--- src/rtl/dl_sequencer.sv ---
// ROM download and core reset sequencer between hps_io and the arcade core.
// Registers range-checked download writes onto the core's ROM load port,
// counts accepted bytes, holds the core in reset through and after loading,
// and stretches user reset requests to HOLD_CYCLES.
// Optional build macro: DL_CHECKSUM_EN adds a mod-256 byte sum to the
// good-image test (sum must equal EXPECT_SUM).
module dl_sequencer #(
    parameter int unsigned EXPECT_BYTES = 20480,
    parameter int unsigned HOLD_CYCLES  = 1024,
    parameter logic [7:0]  EXPECT_SUM   = 8'h00
) (
    input  logic        clk_sys,
    input  logic        RESET,
    input  logic        ioctl_download,
    input  logic        ioctl_wr,
    input  logic [24:0] ioctl_addr,
    input  logic [7:0]  ioctl_dout,
    input  logic        user_reset,
    output logic [15:0] dn_addr,
    output logic [7:0]  dn_data,
    output logic        dn_wr,
    output logic        core_reset,
    output logic        rom_ready,
    output logic        dl_error,
    output logic [16:0] byte_count
);

    localparam int unsigned HOLD_W = (HOLD_CYCLES > 1) ? $clog2(HOLD_CYCLES) : 1;
    localparam logic [HOLD_W-1:0] HOLD_RELOAD = HOLD_W'(HOLD_CYCLES - 1);

    typedef enum logic [2:0] {
        ST_BOOT,
        ST_LOAD,
        ST_HOLD,
        ST_RUN,
        ST_FAULT
    } state_t;

    state_t              state;
    logic                dl_prev;
    logic                overflow;
    logic [HOLD_W-1:0]   hold_cnt;

    logic                dl_rise;
    logic                dl_fall;
    logic                in_range;
    logic                wr_accept;
    logic                wr_reject;
    logic [16:0]         count_next;
    logic                overflow_next;
    logic                image_good;

    // Download edge detection against the registered previous level
    assign dl_rise = ioctl_download & ~dl_prev;
    assign dl_fall = ~ioctl_download & dl_prev;

    // Write classification; only writes seen while loading have any effect
    assign in_range      = 32'(ioctl_addr) < EXPECT_BYTES;
    assign wr_accept     = (state == ST_LOAD) & ioctl_wr & in_range;
    assign wr_reject     = (state == ST_LOAD) & ioctl_wr & ~in_range;
    assign count_next    = (wr_accept && (byte_count != '1)) ? byte_count + 17'd1 : byte_count;
    assign overflow_next = overflow | wr_reject;

`ifdef DL_CHECKSUM_EN
    logic [7:0] sum;
    logic [7:0] sum_next;

    // Running sum includes a byte accepted on the same cycle as the fall
    assign sum_next   = sum + (wr_accept ? ioctl_dout : 8'h00);
    assign image_good = (32'(count_next) == EXPECT_BYTES) & ~overflow_next
                      & (sum_next == EXPECT_SUM);
`else
    logic unused_expect_sum;

    // Image judged on byte count and overflow alone
    assign unused_expect_sum = ^EXPECT_SUM;
    assign image_good        = (32'(count_next) == EXPECT_BYTES) & ~overflow_next;
`endif

    // Sequencer state, write forwarding and registered outputs
    always_ff @(posedge clk_sys) begin
        if (RESET) begin
            state      <= ST_BOOT;
            core_reset <= 1'b1;
            dn_wr      <= 1'b0;
            dn_addr    <= '0;
            dn_data    <= '0;
            rom_ready  <= 1'b0;
            dl_error   <= 1'b0;
            byte_count <= '0;
            hold_cnt   <= '0;
            overflow   <= 1'b0;
            dl_prev    <= 1'b0;
`ifdef DL_CHECKSUM_EN
            sum        <= '0;
`endif
        end else begin
            dl_prev    <= ioctl_download;
            dn_wr      <= 1'b0;
            byte_count <= count_next;
            overflow   <= overflow_next;
`ifdef DL_CHECKSUM_EN
            sum        <= sum_next;
`endif
            if (wr_accept) begin
                dn_wr   <= 1'b1;
                dn_addr <= ioctl_addr[15:0];
                dn_data <= ioctl_dout;
            end

            if (dl_rise) begin
                // A new download always restarts loading from a clean slate
                state      <= ST_LOAD;
                core_reset <= 1'b1;
                rom_ready  <= 1'b0;
                dl_error   <= 1'b0;
                byte_count <= '0;
                overflow   <= 1'b0;
`ifdef DL_CHECKSUM_EN
                sum        <= '0;
`endif
            end else begin
                case (state)
                    ST_BOOT: begin
                        core_reset <= 1'b1;
                    end
                    ST_LOAD: begin
                        core_reset <= 1'b1;
                        if (dl_fall) begin
                            if (image_good) begin
                                state    <= ST_HOLD;
                                hold_cnt <= HOLD_RELOAD;
                            end else begin
                                state    <= ST_FAULT;
                                dl_error <= 1'b1;
                            end
                        end
                    end
                    ST_HOLD: begin
                        if (user_reset) begin
                            hold_cnt <= HOLD_RELOAD;
                        end else if (hold_cnt == '0) begin
                            state      <= ST_RUN;
                            rom_ready  <= 1'b1;
                            core_reset <= 1'b0;
                        end else begin
                            hold_cnt <= hold_cnt - HOLD_W'(1);
                        end
                    end
                    ST_RUN: begin
                        if (user_reset) begin
                            state      <= ST_HOLD;
                            hold_cnt   <= HOLD_RELOAD;
                            core_reset <= 1'b1;
                        end
                    end
                    ST_FAULT: begin
                        core_reset <= 1'b1;
                        rom_ready  <= 1'b0;
                        dl_error   <= 1'b1;
                    end
                    default: begin
                        state      <= ST_BOOT;
                        core_reset <= 1'b1;
                    end
                endcase
            end
        end
    end

endmodule

--- config.mk ---
export PLATFORM = sky130hd
export DESIGN_NAME = dl_sequencer
export DESIGN_NICKNAME = d
export VERILOG_FILES = /design/src/rtl/dl_sequencer.sv
export SDC_FILE = /design/constraint.sdc
export NUM_CORES = 1
export LEC_CHECK = 0
export ABC_AREA = 1
export BUFFER_PORTS_ARGS = -buffer_cell sky130_fd_sc_hd__buf_2
export CAP_MARGIN = 10
export CELL_PAD_IN_SITES_DETAIL_PLACEMENT = 1
export CELL_PAD_IN_SITES_GLOBAL_PLACEMENT = 2
export CORE_AREA = 2 2 89 155
export DETAILED_ROUTE_END_ITERATION = 10
export DIE_AREA = 0 0 91 157
export GPL_TIMING_DRIVEN = 0
export PLACE_DENSITY = 0.77
export SETUP_SLACK_MARGIN = 0.4
export SLEW_MARGIN = 30
export SYNTH_ARGS = -nofsm -noshare
export SYNTH_HDL_FRONTEND = slang
export SYNTH_SLANG_ARGS = --single-unit
--- constraint.sdc ---
create_clock -name clk_sys -period 2.8 [get_ports clk_sys]
set_clock_uncertainty 0.2 [all_clocks]
set_input_delay 0 -clock clk_sys [delete_from_list [all_inputs] [get_ports clk_sys]]
set_output_delay 0 -clock clk_sys [all_outputs]
set_load 0.03 [all_outputs]
# Word level (Yosys, flattened, before mapping)

Cells that the tools add are included.

Register bits: 60
Bits of input ports: 38

Add/sub/neg operators: 2
Reduce and logical (&&, ||, !) cells: 14
Bitwise operators: 13
Mux-type cells: 25
Equal/unequal tests: 18
Order comparisons: 1

Operators with widths:

| kind                  | count |
|---|---|
| $mux 10               | 5 |
| $pmux 10 s3           | 1 |
| $lt 25x15->1 const B  | 1 |
| $add 17x1->17 const B | 1 |
| $eq 17x15->1 const B  | 1 |
| $mux 17               | 1 |
| $ne 17x17->1 const B  | 1 |
| $mux 3                | 5 |
| $ne 3x3->1 const B    | 5 |
| $ne 2x2->1 const B    | 6 |
| $pmux 3 s4            | 1 |
| $logic_not 10->1      | 1 |
| $reduce_and 5->1      | 2 |
| $sub 10x1->10 const B | 1 |
| $mux 1                | 9 |
| $reduce_and 3->1      | 3 |
| $and 1x1->1           | 6 |
| $eq 3x2->1 const B    | 2 |
| $not 1->1             | 6 |
| $pmux 1 s2            | 3 |
| $reduce_and 6->1      | 1 |
| $reduce_bool 2->1     | 2 |
| $reduce_or 2->1       | 2 |
| $eq 3x1->1 const B    | 1 |
| 6 further kinds       | 6 |

# Depth between registers and ports, before layout

Depth after elaboration: 11
Mapped depth: 20
Depth with buffers taken out: 20

# Worst setup path after synthesis

Ideal clock, no wire load.

Kind: reg-to-reg
Start: reg byte_count[0]
End: reg hold_cnt[9]
Path slack: -0.321 ns
Required time: 2.485 ns
Buffers on the path: 1
Data arrival time: 2.806 ns
Cell stages (with the launch flop): 21
Clock period less this slack: 3.121 ns
Path through: dfxtp_1 > ha_1 > nand2_1 > nor2_1 > nand2_1 > nor4_1 > ha_1 > inv_1 > nand4_2 > nand2_1 > nand2_1 > nand2_1 > nor2_1 > nand2_1 > nor2_2 > nand2_2 > nand2_4 > buf_8 > nand3_1 > nand2_1 > nor2_1

Cells in the longest elaborated chain, start to end: 7
Elaborated cells on any way between the ends: 8
Those cells by class: add/sub: 1; eq/ne: 3; mux: 1; bitwise: 1; reduce/logical: 2

Ends and longest elaborated chain:

| element                                               | RTL line | text |
|---|---|---|
| from (decl)                                           | 25       | `output logic [16:0] byte_count` |
| from (signal assigned)                                | 100      | `byte_count <= count_next;` |
| branches (longest 2 deep; another with $add 17x1->17) | -        |  |
| $mux 17 *                                             | 61       | `assign count_next = (wr_accept && (byte_count != '1)) ? byte_count + 17'd1 : byte_count;` |
| $eq 17x15->1 *                                        | 77       | `assign image_good = (32'(count_next) == EXPECT_BYTES) & ~overflow_next;` |
| $and 1x1->1 *                                         | 77       |  |
| $ne 2x2->1 (no line) *                                | -        |  |
| $reduce_and 6->1 (no line) *                          | -        |  |
| to (signal assigned)                                  | 147      | `hold_cnt <= hold_cnt - HOLD_W'(1);` |
| to (decl)                                             | 42       | `logic [HOLD_W-1:0] hold_cnt;` |

Mark *: on every way between the ends.
A chain may end at the register's enable or synchronous reset.

# Worst setup path after layout

Start: reg byte_count[0]
End: reg hold_cnt[6]

Same word-level chain as after synthesis.

==> metrics.txt <==
overall via count from detail_route=3525; height of the chip=157 um; mean routed wirelength per cell=approximately 14 um; total core area=0.01294 mm^2; largest buffer count on any clock path=2; aggregate global-route resource usage=0.1586; Cell Int Power=approximately 1600 uW; Diodes inserted=0; effective utilization at floorplan=0.2456; max-cap violations=0; final worst-path setup slack=-0.2150 ns; leakage dissipation=between 0.002 and 0.0025 uW; Slew @ Worst Pin=0.5436 ns; worst-case hold path end point=overflow$_SDFF_PP0_; instance count along the most critical hold path=5; fraction of final layout cells sized beyond drive strength 1=0.3398; first-pass iteration count of the detailed router=4; crit path max fanout=8; critical path data required time=2.82 ns; failing checks=negative setup slack; final count of hold timing violations=0; crit path kind=flop to flop; fin nets=656; Worst R2R Setup Slack=-0.21 ns; Crit path arrival time=3.04 ns; total power divided by cell area=457.9 mW/mm^2; proportion of power drawn by flip-flops and latches=0.394; number of CTS-inserted buffers=9; launching point of the worst reg2reg path=byte_count[0]$_SDFF_PP0_; CP endpoint kind=flop; HPWL after detailed placement=roughly 8 mm; quantity of I/O buffers inserted on ports=81; post-synth design cell area=0.003178 mm^2; post-layout utilization of the core=0.3795; GPL Wtd Cong=between 0.7 and 0.8; maximum operating frequency=331.7 MHz; CTS tree=built; sequential-to-total area share from yosys stat=0.3780; cell count after synthesis=470; most common library cell in the layout ignoring fill and taps=sky130_fd_sc_hd__nand2_1; worst hold path startpoint=ioctl_wr; part of the total power dissipated in combinational logic=0.129; Clock Latency Late Sink=0.33 ns; Worst R2R End=hold_cnt[6]$_SDFFE_PP0P_; number of sinks handled by clock tree synthesis=60; Max rail drop VDD=292.8 uV; largest net degree at the start of global routing=12; Tcrit/Tclk final=1.077; pre-CTS setup slack=-0.6482 ns; Mapped Avg Cell Area=6.762 um^2; crit path time final=3.015 ns; clock edge transition at the registers on the reported setup and hold paths=0.06 ns; number of max-slew violations in the final report=0; startpoint type of the worst setup path=flop; initial antenna violation count=0; overall routed net length=11.04 mm; area grow syn2layout=54.49%; Max transition margin=0.6376; commonest non-fill, non-tap cells in the layout=sky130_fd_sc_hd__nand2_1 (117), sky130_fd_sc_hd__buf_2 (81), sky130_fd_sc_hd__nor2_1 (58), sky130_fd_sc_hd__dfxtp_1 (50), sky130_fd_sc_hd__inv_1 (42); sum of internal, switching and leakage power=2248 uW; global-route wire length before repair=17.97 mm; DR DRC count=0; post-route worst hold slack=0.02402 ns; level count of the clock H-tree=3; post-detailed-route via-to-cell ratio=4.468; global route total overflow=0; first-iteration detailed-routing DRC count=53; logic depth of the worst register-to-register path=19; power spent charging and discharging nets=598.7 uW; part of the power in the clock network=0.477; outcome=complete, but fails checks; via count of the first global-routing pass=3765; Detail Route Antenna Nets=0; net count of the mapped netlist=513; setup repair after global routing missed its margin=yes; number of top-level design ports=83; classification of the worst-slack hold path=primary input to flop; Ys Warns=0; count of endpoints failing setup in the final report=12; Net Sw Frac=0.2663; number of rows created at floorplan=55; Root Buffer=sky130_fd_sc_hd__clkbuf_16; register bit count reported by yosys=60; Setup crit start=byte_count[0]$_SDFF_PP0_; chip width=around 91 um; count of unique library cells instantiated by Yosys=39; total die area=between 0.01 and 0.015 mm^2
==> synthesized netlist by cell type <==
master	count	area, um^2
sky130_fd_sc_hd__nand2_1	146	548.0
sky130_fd_sc_hd__nor2_1	67	251.5
sky130_fd_sc_hd__dfxtp_1	60	1201
sky130_fd_sc_hd__inv_1	44	165.2
sky130_fd_sc_hd__a21oi_1	40	200.2
sky130_fd_sc_hd__nand3_1	22	110.1
sky130_fd_sc_hd__a21oi_2	8	70.07
sky130_fd_sc_hd__clkbuf_1	8	30.03
sky130_fd_sc_hd__nor3_1	8	40.04
sky130_fd_sc_hd__o21ai_0	7	35.03
sky130_fd_sc_hd__xor2_1	6	52.55
sky130_fd_sc_hd__ha_1	5	62.56
sky130_fd_sc_hd__nor2_2	5	31.28
sky130_fd_sc_hd__xnor2_1	5	43.79
sky130_fd_sc_hd__nand4_1	4	25.02
sky130_fd_sc_hd__nor2_4	4	45.04
sky130_fd_sc_hd__o21ai_2	4	35.03
sky130_fd_sc_hd__buf_1	2	7.510
sky130_fd_sc_hd__buf_8	2	30.03
sky130_fd_sc_hd__nand3b_1	2	15.01
sky130_fd_sc_hd__nor3b_1	2	15.01
sky130_fd_sc_hd__o21ai_1	2	10.01
sky130_fd_sc_hd__a211oi_1	1	7.510
sky130_fd_sc_hd__a22oi_1	1	7.510
sky130_fd_sc_hd__and2_1	1	6.260
sky130_fd_sc_hd__buf_4	1	7.510
sky130_fd_sc_hd__buf_6	1	11.26
sky130_fd_sc_hd__clkinv_1	1	3.750
sky130_fd_sc_hd__inv_2	1	3.750
sky130_fd_sc_hd__nand2_2	1	6.260
sky130_fd_sc_hd__nand2_4	1	11.26
sky130_fd_sc_hd__nand3_2	1	10.01
sky130_fd_sc_hd__nand3_4	1	17.52
sky130_fd_sc_hd__nand4_2	1	12.51
sky130_fd_sc_hd__nor2_8	1	20.02
sky130_fd_sc_hd__nor4_1	1	6.260
sky130_fd_sc_hd__o21bai_1	1	7.510
sky130_fd_sc_hd__or2_2	1	6.260
sky130_fd_sc_hd__or2_4	1	8.760
==> power by group through the flow <==
stage          registers (uW)  logic, uW  clock network [uW]
2_1_floorplan             901        163                   0
3_3_place_gp              903        229                   0
3_5_place_dp              905        236                   0
4_1_cts                   886        290                1100
5_1_grt                   888        325                1140
6_report                  886        289                1070
==> logic make-up after synthesis <==
group | synth area share
buf+inv | 0.08150
compound gates | 0.1173
xor+xnor | 0.03031
flops | 0.3780
fa+ha+maj | 0.01969
simple gates | 0.3732
==> registers in the layout, indices dropped and copies added, names as in the netlist <==
register,cells
dn_data,8
dl_error,1
dl_prev,1
hold_cnt,10
dn_wr,1
rom_ready,1
state,3
overflow,1
core_reset,1
dn_addr,16
byte_count,17
==> routing by layer <==
metal | up-vias | track usage | part of all wire
li1 | 1769 | - | -
met4 | 0 | 0.06421 | 0.030
met3 | 21 | 0.02346 | 0.024
met1 | 1673 | 0.1446 | 0.35
met2 | 62 | 0.3365 | 0.60
met5 | - | 0 | 0
==> worst max-delay path: stages (launching register included) <==
cell,delay [ns]
sky130_fd_sc_hd__dfxtp_4,0.38
sky130_fd_sc_hd__ha_4,0.15
sky130_fd_sc_hd__nand2_4,0.06
sky130_fd_sc_hd__nor2_4,0.14
sky130_fd_sc_hd__nand2_2,0.09
sky130_fd_sc_hd__nor4_4,0.41
sky130_fd_sc_hd__ha_4,0.24
sky130_fd_sc_hd__nor2_8,0.07
sky130_fd_sc_hd__buf_8,0.15
sky130_fd_sc_hd__nand2_4,0.06
sky130_fd_sc_hd__nand2_2,0.06
sky130_fd_sc_hd__nor2_4,0.16
sky130_fd_sc_hd__nand2_2,0.07
sky130_fd_sc_hd__nor2_2,0.11
sky130_fd_sc_hd__nand2_2,0.08
sky130_fd_sc_hd__nand2_4,0.14
sky130_fd_sc_hd__buf_12,0.13
sky130_fd_sc_hd__nand3_1,0.06
sky130_fd_sc_hd__nand2_1,0.08
sky130_fd_sc_hd__nor2_1,0.05
==> what timing repair did <==
| item | in CTS | in global routing |
|---|---|---|
| hold endpoints to repair | 26 | 0 |
| setup buffers | 12 | 7 |
| endpoints found under the setup margin | 30 | 15 |
| cloned | 3 | 0 |
| pin swaps | 11 | 29 |
| hold buffers | 29 | 0 |
| resized for setup | 23 | 42 |
==> stage by stage <==
| stage | setup TNS (ns) | instances | instance area, um^2 |
|---|---|---|---|
| 2_1_floorplan | 0 | 470 | 3248 |
| 3_3_place_gp | -6.616 | 722 | 3867 |
| 3_5_place_dp | -6.699 | 722 | 3867 |
| 4_1_cts | -1.460 | 782 | 4717 |
| 5_1_grt | -3.852 | 789 | 4910 |
| 6_report | -2.049 | 789 | 4910 |
==> cell type report <==
type | instances | area [um^2]
flip-flops and latches | 60 | 1224
multi-input cells | 350 | 1962
well taps | 171 | 214.0
plain buffers | 14 | 90.09
repair buffers | 132 | 958.4
clock buffers | 11 | 254.0
inverters | 46 | 172.7
fillers | 1639 | 8028
clock inverters | 5 | 35.03
==> worst max-delay path by stage <==
| stage | depth (start not counted) | slack [ns] | end |
|---|---|---|---|
| finish | 19 | -0.21 | hold_cnt[6]$_SDFFE_PP0P_ |
| global route | 19 | -0.35 | hold_cnt[1]$_SDFFE_PP0P_ |
| CTS | 19 | -0.16 | hold_cnt[5]$_SDFFE_PP0P_ |
| detailed placement | 19 | -0.65 | hold_cnt[9]$_SDFFE_PP0P_ |
| global placement | 19 | -0.64 | hold_cnt[9]$_SDFFE_PP0P_ |
| floorplan | 20 | 0.07 | hold_cnt[9]$_SDFFE_PP0P_ |
Power figures use the tool's default switching activity.
